[src/rtl/video_stream_gen_if.sv]
`default_nettype none
// ============================================================================
//  Module   : video_stream_gen_if
//  Purpose  : DVP-style stream bundle between the generator and its consumer.
//  Revision : 1.0  initial release
// ============================================================================
interface video_stream_gen_if;
    logic        enable;
    logic [1:0]  pattern_sel;
    logic        vsync;
    logic        href;
    logic [15:0] pixel_out;
    logic        frame_done;
    logic [7:0]  frame_count;

    // The generator drives the stream; the consumer drives the run controls.
    modport master (
        input  enable,
        input  pattern_sel,
        output vsync,
        output href,
        output pixel_out,
        output frame_done,
        output frame_count
    );

    modport slave (
        output enable,
        output pattern_sel,
        input  vsync,
        input  href,
        input  pixel_out,
        input  frame_done,
        input  frame_count
    );
endinterface
`default_nettype wire

[src/rtl/video_stream_gen.sv]
`default_nettype none
// ============================================================================
//  Module   : video_stream_gen
//  Purpose  : Synthetic camera source emitting vsync/href framing and RGB565
//             test patterns with programmable blanking.
//  Revision : 1.0  initial release
// ============================================================================
module video_stream_gen #(
    parameter int IMG_WIDTH   = 640,
    parameter int IMG_HEIGHT  = 480,
    parameter int H_BLANK     = 160,
    parameter int VSYNC_LINES = 3,
    parameter int VBP_LINES   = 17,
    parameter int VFP_LINES   = 10
) (
    input  wire                clk,
    input  wire                rst_n,
    video_stream_gen_if.master vid
);

    localparam int C_LINE_LEN  = IMG_WIDTH + H_BLANK;
    localparam int C_MAX_A     = (VSYNC_LINES > VBP_LINES) ? VSYNC_LINES : VBP_LINES;
    localparam int C_MAX_B     = (IMG_HEIGHT > VFP_LINES) ? IMG_HEIGHT : VFP_LINES;
    localparam int C_MAX_LINES = (C_MAX_A > C_MAX_B) ? C_MAX_A : C_MAX_B;
    localparam int COL_W       = $clog2(C_LINE_LEN - 1) + 1;
    localparam int LINE_W      = $clog2(C_MAX_LINES) + 1;

    localparam logic [COL_W-1:0]  C_COL_LAST  = COL_W'(C_LINE_LEN - 1);
    localparam logic [COL_W-1:0]  C_ACT_COLS  = COL_W'(IMG_WIDTH);
    localparam logic [COL_W-1:0]  C_HALF_COLS = COL_W'(IMG_WIDTH / 2);
    localparam logic [LINE_W-1:0] C_VS_LAST   = LINE_W'(VSYNC_LINES - 1);
    localparam logic [LINE_W-1:0] C_VBP_LAST  = LINE_W'((VBP_LINES > 0) ? VBP_LINES - 1 : 0);
    localparam logic [LINE_W-1:0] C_ACT_LAST  = LINE_W'(IMG_HEIGHT - 1);
    localparam logic [LINE_W-1:0] C_VFP_LAST  = LINE_W'((VFP_LINES > 0) ? VFP_LINES - 1 : 0);

    typedef enum logic [2:0] {
        ST_IDLE   = 3'd0,
        ST_VSYNC  = 3'd1,
        ST_VBP    = 3'd2,
        ST_ACTIVE = 3'd3,
        ST_VFP    = 3'd4
    } state_t;

    // The frame ends in VFP, or in the last active line when there is no front porch.
    localparam state_t            C_LAST_STATE = (VFP_LINES > 0) ? ST_VFP : ST_ACTIVE;
    localparam logic [LINE_W-1:0] C_END_LINE   = (VFP_LINES > 0) ? C_VFP_LAST : C_ACT_LAST;

    state_t              state_q, state_d;
    logic [COL_W-1:0]    col_q, col_d;
    logic [LINE_W-1:0]   line_q, line_d;
    logic [1:0]          pat_q, pat_d;
    logic                vsync_q, vsync_d;
    logic                href_q, href_d;
    logic [15:0]         pixel_q, pixel_d;
    logic                done_q, done_d;
    logic [7:0]          count_q, count_d;

    logic [LINE_W-1:0]   last_line;
    logic                start_frame;
    logic [7:0]          gray;
    logic                col_b3;
    logic                row_b3;

    always_comb begin
        last_line = '0;
        case (state_q)
            ST_VSYNC:  last_line = C_VS_LAST;
            ST_VBP:    last_line = C_VBP_LAST;
            ST_ACTIVE: last_line = C_ACT_LAST;
            ST_VFP:    last_line = C_VFP_LAST;
            default:   last_line = '0;
        endcase
    end

    // Position/state sequencing; enable is only looked at in IDLE and on the frame's last cycle.
    always_comb begin
        state_d     = state_q;
        col_d       = col_q;
        line_d      = line_q;
        pat_d       = pat_q;
        start_frame = 1'b0;

        if (state_q == ST_IDLE) begin
            start_frame = vid.enable;
        end else if (col_q == C_COL_LAST) begin
            col_d = '0;
            if (line_q == last_line) begin
                line_d = '0;
                case (state_q)
                    ST_VSYNC: state_d = (VBP_LINES > 0) ? ST_VBP : ST_ACTIVE;
                    ST_VBP:   state_d = ST_ACTIVE;
                    ST_ACTIVE: begin
                        if (VFP_LINES > 0) begin
                            state_d = ST_VFP;
                        end else begin
                            state_d     = ST_IDLE;
                            start_frame = vid.enable;
                        end
                    end
                    ST_VFP: begin
                        state_d     = ST_IDLE;
                        start_frame = vid.enable;
                    end
                    default: state_d = ST_IDLE;
                endcase
            end else begin
                line_d = line_q + LINE_W'(1);
            end
        end else begin
            col_d = col_q + COL_W'(1);
        end

        if (start_frame) begin
            state_d = ST_VSYNC;
            col_d   = '0;
            line_d  = '0;
            pat_d   = vid.pattern_sel;
        end
    end

    // Outputs are derived from the next position so they line up with it once registered.
    always_comb begin
        gray    = 8'(col_d);
        col_b3  = |(col_d & COL_W'(8));
        row_b3  = |(line_d & LINE_W'(8));

        vsync_d = (state_d == ST_VSYNC);
        href_d  = (state_d == ST_ACTIVE) && (col_d < C_ACT_COLS);
        done_d  = (state_d == C_LAST_STATE) && (col_d == C_COL_LAST) && (line_d == C_END_LINE);
        count_d = count_q + {7'd0, done_d};

        pixel_d = 16'h0000;
        if (href_d) begin
            case (pat_d)
                2'b00:   pixel_d = 16'hFFFF;
                2'b01:   pixel_d = {gray[7:3], gray[7:2], gray[7:3]};
                2'b10:   pixel_d = (col_b3 ^ row_b3) ? 16'hFFFF : 16'h0000;
                default: pixel_d = (col_d < C_HALF_COLS) ? 16'h0000 : 16'hFFFF;
            endcase
        end
    end

    always_ff @(posedge clk or negedge rst_n) begin
        if (!rst_n) begin
            state_q <= ST_IDLE;
            col_q   <= '0;
            line_q  <= '0;
            pat_q   <= 2'b00;
            vsync_q <= 1'b0;
            href_q  <= 1'b0;
            pixel_q <= 16'h0000;
            done_q  <= 1'b0;
            count_q <= 8'd0;
        end else begin
            state_q <= state_d;
            col_q   <= col_d;
            line_q  <= line_d;
            pat_q   <= pat_d;
            vsync_q <= vsync_d;
            href_q  <= href_d;
            pixel_q <= pixel_d;
            done_q  <= done_d;
            count_q <= count_d;
        end
    end

    assign vid.vsync       = vsync_q;
    assign vid.href        = href_q;
    assign vid.pixel_out   = pixel_q;
    assign vid.frame_done  = done_q;
    assign vid.frame_count = count_q;

endmodule
`default_nettype wire

[src/flat_wrapper.sv]
// flat-port wrapper written by rule: the top's interface ports become plain ports
module video_stream_gen_flat 
#(
    parameter int IMG_WIDTH   = 640,
    parameter int IMG_HEIGHT  = 480,
    parameter int H_BLANK     = 160,
    parameter int VSYNC_LINES = 3,
    parameter int VBP_LINES   = 17,
    parameter int VFP_LINES   = 10
)
  (clk, rst_n, vid_enable, vid_pattern_sel, vid_vsync, vid_href, vid_pixel_out, vid_frame_done, vid_frame_count);
  video_stream_gen_if vid_i ();
  input  wire clk;
  input  wire rst_n;
  input wire logic [$bits(vid_i.enable)-1:0] vid_enable;
  input wire logic [$bits(vid_i.pattern_sel)-1:0] vid_pattern_sel;
  output wire logic [$bits(vid_i.vsync)-1:0] vid_vsync;
  output wire logic [$bits(vid_i.href)-1:0] vid_href;
  output wire logic [$bits(vid_i.pixel_out)-1:0] vid_pixel_out;
  output wire logic [$bits(vid_i.frame_done)-1:0] vid_frame_done;
  output wire logic [$bits(vid_i.frame_count)-1:0] vid_frame_count;
  assign vid_i.enable = vid_enable;
  assign vid_i.pattern_sel = vid_pattern_sel;
  assign vid_vsync = vid_i.vsync;
  assign vid_href = vid_i.href;
  assign vid_pixel_out = vid_i.pixel_out;
  assign vid_frame_done = vid_i.frame_done;
  assign vid_frame_count = vid_i.frame_count;
  video_stream_gen #(.IMG_WIDTH(IMG_WIDTH), .IMG_HEIGHT(IMG_HEIGHT), .H_BLANK(H_BLANK), .VSYNC_LINES(VSYNC_LINES), .VBP_LINES(VBP_LINES), .VFP_LINES(VFP_LINES)) u_core (.clk(clk), .rst_n(rst_n), .vid(vid_i));
endmodule
[config.mk]
export PLATFORM = sky130hd
export DESIGN_NAME = video_stream_gen_flat
export DESIGN_NICKNAME = d
export VERILOG_FILES = /design/src/rtl/video_stream_gen_if.sv /design/src/rtl/video_stream_gen.sv /design/src/flat_wrapper.sv
export SDC_FILE = /design/constraint.sdc
export NUM_CORES = 1
export LEC_CHECK = 0
export CORE_ASPECT_RATIO = 1.4
export CORE_MARGIN = 3
export CORE_UTILIZATION = 39
export DETAILED_ROUTE_END_ITERATION = 7
export GPL_TIMING_DRIVEN = 0
export PLACE_DENSITY = 0.62
export SYNTH_ARGS = -nofsm -noshare
export SYNTH_HDL_FRONTEND = slang
export SYNTH_SLANG_ARGS = --single-unit
[constraint.sdc]
create_clock -name clk -period 5.1 [get_ports clk]
set_input_delay 1.275 -clock clk [delete_from_list [all_inputs] [get_ports clk]]
set_output_delay 1.275 -clock clk [all_outputs]
set_load 0.005 [all_outputs]
## Word level (Yosys, flattened, before mapping)

Cells that the tools add are included.

| cells by class | value |
|---|---|
| add/subtract/negate cells | 3 |
| order comparisons | 2 |
| equality and inequality tests | 13 |
| mux-type cells | 22 |
| bitwise logic cells | 1 |
| reduce and logical (&&, ||, !) cells | 5 |

Operators by type and width:

| kind | count |
|---|---|
| 16-bit 2-to-1 mux | 3 |
| 16-bit one-hot mux with 3 select lines | 1 |
| 10-bit 2-to-1 mux | 4 |
| 9-bit one-hot mux with 4 select lines | 1 |
| 11-bit 2-to-1 mux | 3 |
| 11-bit by 10-bit == test with 1-bit output (second input constant) | 2 |
| 3-bit 2-to-1 mux | 4 |
| 11-bit by 1-bit adder with 11-bit output (second input constant) | 1 |
| 11-bit by 10-bit < comparator with 1-bit output (second input constant) | 1 |
| 11-bit by 9-bit < comparator with 1-bit output (second input constant) | 1 |
| 10-bit by 1-bit adder with 10-bit output (second input constant) | 1 |
| 10-bit by 4-bit == test with 1-bit output (second input constant) | 1 |
| 10-bit by 9-bit == test with 1-bit output | 1 |
| 3-bit by 2-bit == test with 1-bit output (second input constant) | 3 |
| 3-bit one-hot mux with 3 select lines | 1 |
| 8-bit by 1-bit adder with 8-bit output | 1 |
| 3-bit by 1-bit == test with 1-bit output (second input constant) | 2 |
| 3-bit == test (second input constant) | 2 |
| 1-bit 2-to-1 mux | 4 |
| 1-bit logical AND | 3 |
| 3-bit zero test | 1 |
| 2-bit by 1-bit == test with 1-bit output (second input constant) | 1 |
| 2-bit == test (second input constant) | 1 |
| 2-bit zero test | 1 |
| other kinds (2) | 2 |

| word-level totals | value |
|---|---|
| register bits | 53 |
| output and inout bits | 27 |
| logic and storage cells | 55 |

## Longest topological paths before layout

Gate-level depths: netlist of run 1.

| depth | value |
|---|---|
| depth in word-level cells | 11 |
| mapped depth | 13 |

## Worst setup path after synthesis of run 1

OpenSTA, ideal clock, no wires.

| timing | value |
|---|---|
| kind | in2reg |
| from | input vid_enable |
| to | register u_core.count_q[7] (netlist: u_core.vid.frame_count[7]) |
| setup time | 0.123 ns |
| arrival | 3.264 ns |
| required time | 4.977 ns |
| setup slack | 1.714 ns |
| stages on the path | 10 |
| path buffers | 1 |
| cell sequence | nand2_1 -> o21ai_0 -> clkbuf_1 -> o22a_1 -> nand4_1 -> nor4_1 -> ha_1 -> and4_1 -> nand2_1 -> xnor2_1 |

| between the ends | value |
|---|---|
| longest elaborated chain between the ends | 9 |

RTL lines:

| item | RTL line | RTL |
|---|---|---|
| start, declared | flat_wrapper.sv:15 | `input wire logic [$bits(vid_i.enable)-1:0] vid_enable;` |
| 1-bit 2-to-1 mux | -- |  |
| 1-bit 2-to-1 mux | video_stream_gen.sv:87 | `if (line_q == last_line) begin` |
| 1-bit 2-to-1 mux | video_stream_gen.sv:85 | `end else if (col_q == C_COL_LAST) begin` |
| 1-bit 2-to-1 mux * | video_stream_gen.sv:83 | `if (state_q == ST_IDLE) begin` |
| 11-bit 2-to-1 mux or 3-bit 2-to-1 mux (tied branches) | video_stream_gen.sv:113 | `if (start_frame) begin` |
| 11-bit by 10-bit == test with 1-bit output or 3-bit == test (tied branches) | video_stream_gen.sv:129 | `done_d = (state_d == C_LAST_STATE) && (col_d == C_COL_LAST) && (line_d == C_END_LINE);` |
| 1-bit logical AND | video_stream_gen.sv:129 |  |
| 1-bit logical AND * | video_stream_gen.sv:129 |  |
| net u_core.done_d | video_stream_gen.sv:55 | `logic done_q, done_d;` |
| 8-bit by 1-bit adder with 8-bit output * | video_stream_gen.sv:130 | `count_d = count_q + {7'd0, done_d};` |
| net u_core.count_d[7] | video_stream_gen.sv:56 | `logic [7:0] count_q, count_d;` |
| end signal, assigned | video_stream_gen.sv:163 | `count_q <= count_d;` |
| end, declared | video_stream_gen.sv:56 |  |

Mark *: on every way through the listed nets, which the timed path passes. The rest lies on a longest branch.

## Worst setup path in the final report of run 1

Ends and elaborated chain as after synthesis.

==> results of run 1 <==
## through the flow
step           hold slack, ns  setup slack (ns)  area (um2)  power, mW
6_report               0.4669            0.9928        3008     0.5693
4_1_cts                0.4777            0.9502        3008     0.5801
3_3_place_gp           0.4600            0.6153        2900     0.3586
3_5_place_dp           0.4656            0.6523        2923     0.3609
2_1_floorplan          0.4678             1.714        2502     0.3481
5_1_grt                0.5189            0.7030        3008     0.5960
## state kept, by name, indices dropped and copies added (netlist names)
name,cells
u_core.line_q,10
u_core.pat_q,2
u_core.col_q,11
u_core.vid.href,1
u_core.state_q,3
u_core.vid.pixel_out,6
u_core.vid.frame_count,8
u_core.vid.vsync,1
u_core.vid.frame_done,1
## kinds of logic after synthesis
| kind of cell | after synthesis | synth area share [%] |
|---|---|---|
| fa+ha+maj | 4 | 2.000 |
| compound gates | 49 | 14.00 |
| buf+inv | 21 | 4.650 |
| simple gates | 126 | 26.05 |
| xor+xnor | 27 | 9.450 |
| flops | 43 | 43.00 |
| mux | 2 | 0.8500 |
## cell type report
| type | count | area [um2] |
|---|---|---|
| plain buffers | 17 | 101.3 |
| multi-input cells | 208 | 1310 |
| inverters | 4 | 15.01 |
| repair buffers | 32 | 332.8 |
| clock buffers | 6 | 72.57 |
| clock inverters | 2 | 12.51 |
| flip-flops and latches | 43 | 1076 |
| well taps | 70 | 87.58 |
| fillers | 580 | 3020 |
## cells in the final DEF, fill, tap and decap left out, types with 2 or more instances in the layout
cell	instances
nand2_1	25
and2_1	4
and3_1	3
nor2b_1	4
and4_1	5
a31oi_1	3
ha_1	4
nor2_1	36
clkbuf_8	5
buf_4	10
o31ai_1	2
xor2_1	12
a211oi_1	3
a21boi_0	2
clkdlybuf4s50_1	30
nand3_1	16
inv_1	4
o21a_1	2
o21ai_0	10
nand4_1	4
a21oi_1	16
nor3b_1	3
nor3_1	8
o22ai_1	2
or3_1	2
clkbuf_1	8
nor4_1	3
dfrtp_1	43
o22a_1	2
xnor2_1	15
nand2b_1	4
## final timing paths
check | from | end | slack, ns | cells past startpoint
setup / recovery | vid_enable | u_core.vid.frame_count[7] | 0.99 | 11
max in group asynchronous | rst_n | u_core.line_q[8] | 3.65 | 2
hold / removal | u_core.vid.frame_count[7] | u_core.vid.frame_count[7] | 0.47 | 1
hold reg to reg | u_core.vid.frame_count[7] | u_core.vid.frame_count[7] | 0.47 | 1
setup reg to reg | u_core.col_q[0] | u_core.vid.frame_count[7] | 1.37 | 13
min in group asynchronous | rst_n | u_core.vid.vsync | 0.96 | 1
## routing by layer
layer / wire length [um] / vias up
met5: 0 / -
met2: 2873 / 32
li1: - / 1036
met3: 184 / 12
met1: 2595 / 1007
met4: 121 / 0
## power by group through the flow
stage	sequential, mW	combinational [mW]	clock [mW]
4_1_cts	0.341	0.0135	0.226
3_3_place_gp	0.347	0.0112	0
2_1_floorplan	0.347	0.000563	0
5_1_grt	0.341	0.0148	0.241
6_report	0.341	0.0128	0.216
3_5_place_dp	0.347	0.0135	0
==> key figures, run 1 <==
Timing
  – Hold Violations, Final: 0
  – Setup_tns: 0 ns
  – Tmin final: 4.107 ns
  – RSZ-0062 raised after global routing: no
  – Fmax: 243.5 MHz
  – Slew Limit Fails: 0
  – Slew @ Worst Pin: 0.5695 ns
  – Slew Limit Headroom: 61.68%
  – Skew final: 0.003872 ns
  – Fin crit share: 80.53%
  – Final setup viols: 0

Critical path
  – CP endpoint kind: flip-flop
  – Critical Path AT: 4.29 ns
  – Crit path largest cell delay: 0.54 ns
  – Crit path launch type: input pin
  – Crit-path cells: clkdlybuf4s50_1 > nand2_1 > o21ai_0 > clkbuf_1 > o22a_1 > nand4_1 > nor4_1 > ha_1 > and4_1 > nand2_1 > xnor2_1
  – Required @ worst endpoint: 5.29 ns
  – CP Max Fanout: 10
  – Worst Path Buf+Inv: 2
  – Critical path's most frequent cell: nand2_1
  – Crit Path Category: in -> reg
  – CP delay by family, top: simple AND/OR/NAND/NOR gates
  – CP max-delay cell: nor4_1

Route
  – Iteration-0 DRC Markers: 150
  – WL/cell: 15.12 um
  – DRC viols: 0
  – Post-route ant nets: 0
  – Vias per cell: 5.463
  – Routed vias: 2087
  – DRT Pass-1 Iters: 4
  – Detailed-route wire length: 5774 um

Placed design
  – Post-DP HPWL: 4411 um
  – GP Congestion: 0.9195
  – Number of port buffers: 31
  – Placed Instances: 374

Global route
  – Antenna violations before repair: 0
  – GR Overflow Total: 0
  – Gr usage total: 17.05%
  – First-pass GRT wire length: 9818 um
  – GRT Max-Usage Layer: met2
  – Global Route met2 Usage: 26.91%
  – M3 GR Usage: 3.593%
  – Largest net degree at the start of global routing: 23
  – Met1 track demand over resource: 22.66%
  – Vias in the first global route: 2011

Floorplanning
  – Full die area: 7427 um2
  – Total core area: 6028 um2
  – Height of the die: 100.8 um
  – Initial Utilization: 41.51%
  – Row count: 33
  – I/O pins: 32
  – Die X: 73.70 um

CTS
  – H-Tree Depth: 2
  – Setup Fix Bufs, Post-CTS: 0
  – CTS Buf Count: 5
  – Clk sink count: 43
  – Clock insertion delay at the later pin of the skew report: 0.29 ns
  – Root buffer cell: clkbuf_8
  – PostCTS Resize Cnt: 0
  – Clock-pin slew on the worst setup and hold paths: 0.08 ns
  – Hold buffers post-CTS: 0
  – CTS tree: done
  – CTS max path bufs: 2

Finish
  – Antenna cells: 0
  – Share of cells above drive strength 1: 8.654%
  – Nets: 320
  – Post-Route Utilization: 49.90%
  – Area Overhead vs Synth: 20.20%
  – Non-filler cells, final: 382

Yosys
  – Cell with the most instances after synthesis: dfrtp_1
  – Number of flops mapped to enable cells by yosys: 0
  – Syn avg cell area: 9.200 um2
  – YS warnings: 0
  – Top cell type's share of synthesized area: 43.00%
  – Ys flop type: dfrtp_1
  – Top cells by count, synth: 43 x dfrtp_1, 36 x nor2_1, 25 x nand2_1, 16 x a21oi_1, 16 x nand3_1
  – Syn nets: 281
  – Sequential cell area fraction in the yosys report: 43.00%
  – Synth top area cells: dfrtp_1 43%, nor2_1 5.4%, xnor2_1 5.3%
  – Cell count after synthesis: 272
  – Largest area contributor in the netlist: dfrtp_1
  – Flop and latch count out of synthesis: 43
  – Post-synth ARST share: 100.0%
  – Synth unique cells: 47
  – Post-Syn Area: 2502 um2

Pwr
  – Clock share of power: 37.9%
  – Sw Share: 22.53%
  – Logic gate share of total power: 2.2%
  – LEAKAGE: 1.295 nW
  – Cell internal pwr: 0.4410 mW
  – Flop pwr share: 59.8%
  – Pwr per Cell Area: 189.3 nW/um2
  – VDD IR max: 0.1034 mV
  – P_sw: 0.1283 mW

Job
  – Total of max-cap violations: 0

Status
  – Status: completed

Hold path
  – Worst min path class: reg -> reg
Power figures use the tool's default switching activity.
==> run 2, diff against run 1 <==
==> constraint.sdc (replaced) <==
create_clock -name clk -period 4 [get_ports clk]
set_input_delay 1 -clock clk [delete_from_list [all_inputs] [get_ports clk]]
set_output_delay 1 -clock clk [all_outputs]
set_load 0.005 [all_outputs]
==> key figures, run 2 (same netlist as run 1, synthesis figures left out) <==
Critical path
  – CP Max Fanout: 10 (unchanged)
  – Worst R2R Setup Slack: 0.38 ns (-0.99 ns)
  – CP endpoint kind: flip-flop
  – Critical Path AT: 3.89 ns (-0.40 ns)
  – Crit Path Category: in -> reg
  – Worst Path Buf+Inv: 2 (unchanged)
  – CP startpoint: vid_enable
  – Crit-path cells: clkdlybuf4s50_1 > nand2_1 > o21ai_0 > buf_1 > o22a_1 > nand4_1 > nor4_2 > ha_1 > and4_1 > nand2_1 > xnor2_1
  – RR Startpoint: u_core.col_q[0]
  – CP max-delay cell: clkdlybuf4s50_1
  – Critical path's most frequent cell: nand2_1
  – Crit path launch type: input pin
  – Crit path largest cell delay: 0.51 ns (-0.03 ns)
  – Required @ worst endpoint: 4.18 ns (-1.11 ns)
  – CP delay by family, top: simple AND/OR/NAND/NOR gates

Timing
  – RSZ-0062 raised after global routing: no
  – Tmin final: 3.708 ns
  – Fin Hold WS: 0.4666 ns (-0.0003010 ns)
  – Skew final: 0.004829 ns (+0.0009570 ns)
  – Slew Limit Headroom: 62.26% (+0.58 points)
  – Slew @ Worst Pin: 0.5661 ns (-0.003441 ns)
  – Setup_tns: 0 ns (unchanged)
  – Fmax: 269.7 MHz
  – Slew Limit Fails: 0 (unchanged)
  – Hold Violations, Final: 0 (unchanged)
  – Fin crit share: 92.69%
  – Final setup viols: 0 (unchanged)

Pwr
  – Flop pwr share: 59.9% (about the same)
  – P_sw: 0.1628 mW (+27%)
  – VDD IR max: 0.1313 mV (+27%)
  – LEAKAGE: 1.295 nW (about the same)
  – Pwr per Cell Area: 240.6 nW/um2 (+27%)
  – Clock share of power: 37.9% (about the same)
  – Logic gate share of total power: 2.2% (about the same)
  – Cell internal pwr: 0.5623 mW (+27%)
  – Sw Share: 22.46% (-0.072 points)

Global route
  – GR Overflow Total: 0 (unchanged)
  – First-pass GRT wire length: 9818 um (unchanged)
  – Largest net degree at the start of global routing: 23 (unchanged)
  – Vias in the first global route: 2011 (unchanged)
  – Antenna violations before repair: 0 (unchanged)
  – Gr usage total: 17.05% (unchanged)

CTS
  – CTS max path bufs: 2 (unchanged)
  – H-Tree Depth: 2 (unchanged)
  – Setup Fix Bufs, Post-CTS: 0 (unchanged)
  – CTS tree: done
  – CTS Buf Count: 5 (unchanged)
  – Hold buffers post-CTS: 0 (unchanged)
  – Clk sink count: 43 (unchanged)
  – Clock-pin slew on the worst setup and hold paths: 0.08 ns (about the same)
  – Clock insertion delay at the later pin of the skew report: 0.29 ns (about the same)
  – Root buffer cell: clkbuf_8
  – PostCTS Resize Cnt: 0 (unchanged)

Finish
  – Area Overhead vs Synth: 20.45%
  – Non-filler cells, final: 382 (unchanged)
  – Nets: 320 (unchanged)
  – Max reg flops: 11 (unchanged)
  – Antenna cells: 0 (unchanged)
  – Most frequent cells in the layout: 43 x dfrtp_1, 36 x nor2_1, 30 x clkdlybuf4s50_1, 25 x nand2_1
  – Commonest non-fill, non-tap cell in the layout: dfrtp_1
  – Largest Register: u_core.col_q
  – Share of cells above drive strength 1: 8.974% (+0.32 points)

Status
  – Status: completed

Floorplanning
  – Initial Utilization: 41.51% (unchanged)
  – Die X: 73.70 um (unchanged)
  – I/O pins: 32 (unchanged)
  – Height of the die: 100.8 um (unchanged)
  – Row count: 33 (unchanged)
  – Full die area: 7427 um2 (unchanged)
  – Total core area: 6028 um2 (unchanged)

Route
  – Routed vias: 2094 (+0.34%)
  – DRC viols: 0 (unchanged)
  – Detailed-route wire length: 5783 um (+0.16%)
  – Vias per cell: 5.482 (+0.34%)
  – DRT Pass-1 Iters: 4 (unchanged)
  – Post-route ant nets: 0 (unchanged)
  – Iteration-0 DRC Markers: 155 (+3.3%)
  – WL/cell: 15.14 um (+0.16%)

Placed design
  – Post-DP HPWL: 4411 um (unchanged)
  – GP Congestion: 0.9195 (unchanged)
  – Placed Instances: 374 (unchanged)
  – Number of port buffers: 31 (unchanged)

Job
  – Total of max-cap violations: 0 (unchanged)

Hold path
  – Worst min path class: reg -> reg
  – Min-delay src: u_core.vid.frame_count[7]
==> run 2: path summary, 6_finish.rpt <==
| path | to | cells past startpoint |
|---|---|---|
| setup / recovery | u_core.vid.frame_count[7] | 11 |
| hold / removal | u_core.vid.frame_count[7] | 1 |
| setup reg to reg | u_core.vid.frame_count[7] | 13 |
| hold reg to reg | u_core.vid.frame_count[7] | 1 |
| max in group asynchronous | u_core.vid.frame_count[5] | 2 |
| min in group asynchronous | u_core.vid.vsync | 1 |
==> run 2: final cells by class <==
type	count	area, um2
plain buffers	17	101.3
clock buffers	6	72.57
clock inverters	2	12.51
fillers	581	3014
inverters	4	15.01
multi-input cells	208	1316
flip-flops and latches	43	1076
well taps	70	87.58
repair buffers	32	332.8
==> run 2: per-layer routing <==
metal	vias up	routed length, um	global-route usage [%]
met5	-	0	0
met4	0	124	6.555
met3	13	182	3.593
met2	36	2906	26.91
met1	1010	2569	22.66
li1	1035	-	-
==> run 2: power groups by stage <==
stage | Clock [mW] | Sequential, mW | Combinational [mW]
final | 0.275 | 0.434 | 0.0162
after detailed placement | 0 | 0.443 | 0.0173
after CTS | 0.288 | 0.434 | 0.0172
after global placement | 0 | 0.443 | 0.0142
after global routing | 0.307 | 0.434 | 0.0188
after floorplan | 0 | 0.443 | 0.000718
==> run 2: stage by stage <==
step / cell area (um2) / power (mW) / worst slack (ns) / util (%)
detailed placement: 2923 / 0.4602 / -0.1728 / 48.48
floorplan: 2502 / 0.4438 / 0.8886 / -
global route: 3014 / 0.7600 / 0.05302 / 50.00
finish: 3014 / 0.7251 / 0.2924 / 50.00
global placement: 2900 / 0.4573 / -0.2097 / 48.11
CTS: 3008 / 0.7396 / 0.1252 / 49.90
==> run 2: worst reg2reg max path: cells and delay by family, from the launching register on <==
| kind | cells | cell delay (ns) |
|---|---|---|
| adders and majority gates | 2 | 0.54 |
| buffers and inverters | 1 | 0.44 |
| DFF | 1 | 0.41 |
| AOI/OAI and AO/OA | 2 | 0.37 |
| xor gates and xnor gates | 1 | 0.12 |
| and+or+nand+nor | 7 | 1.64 |
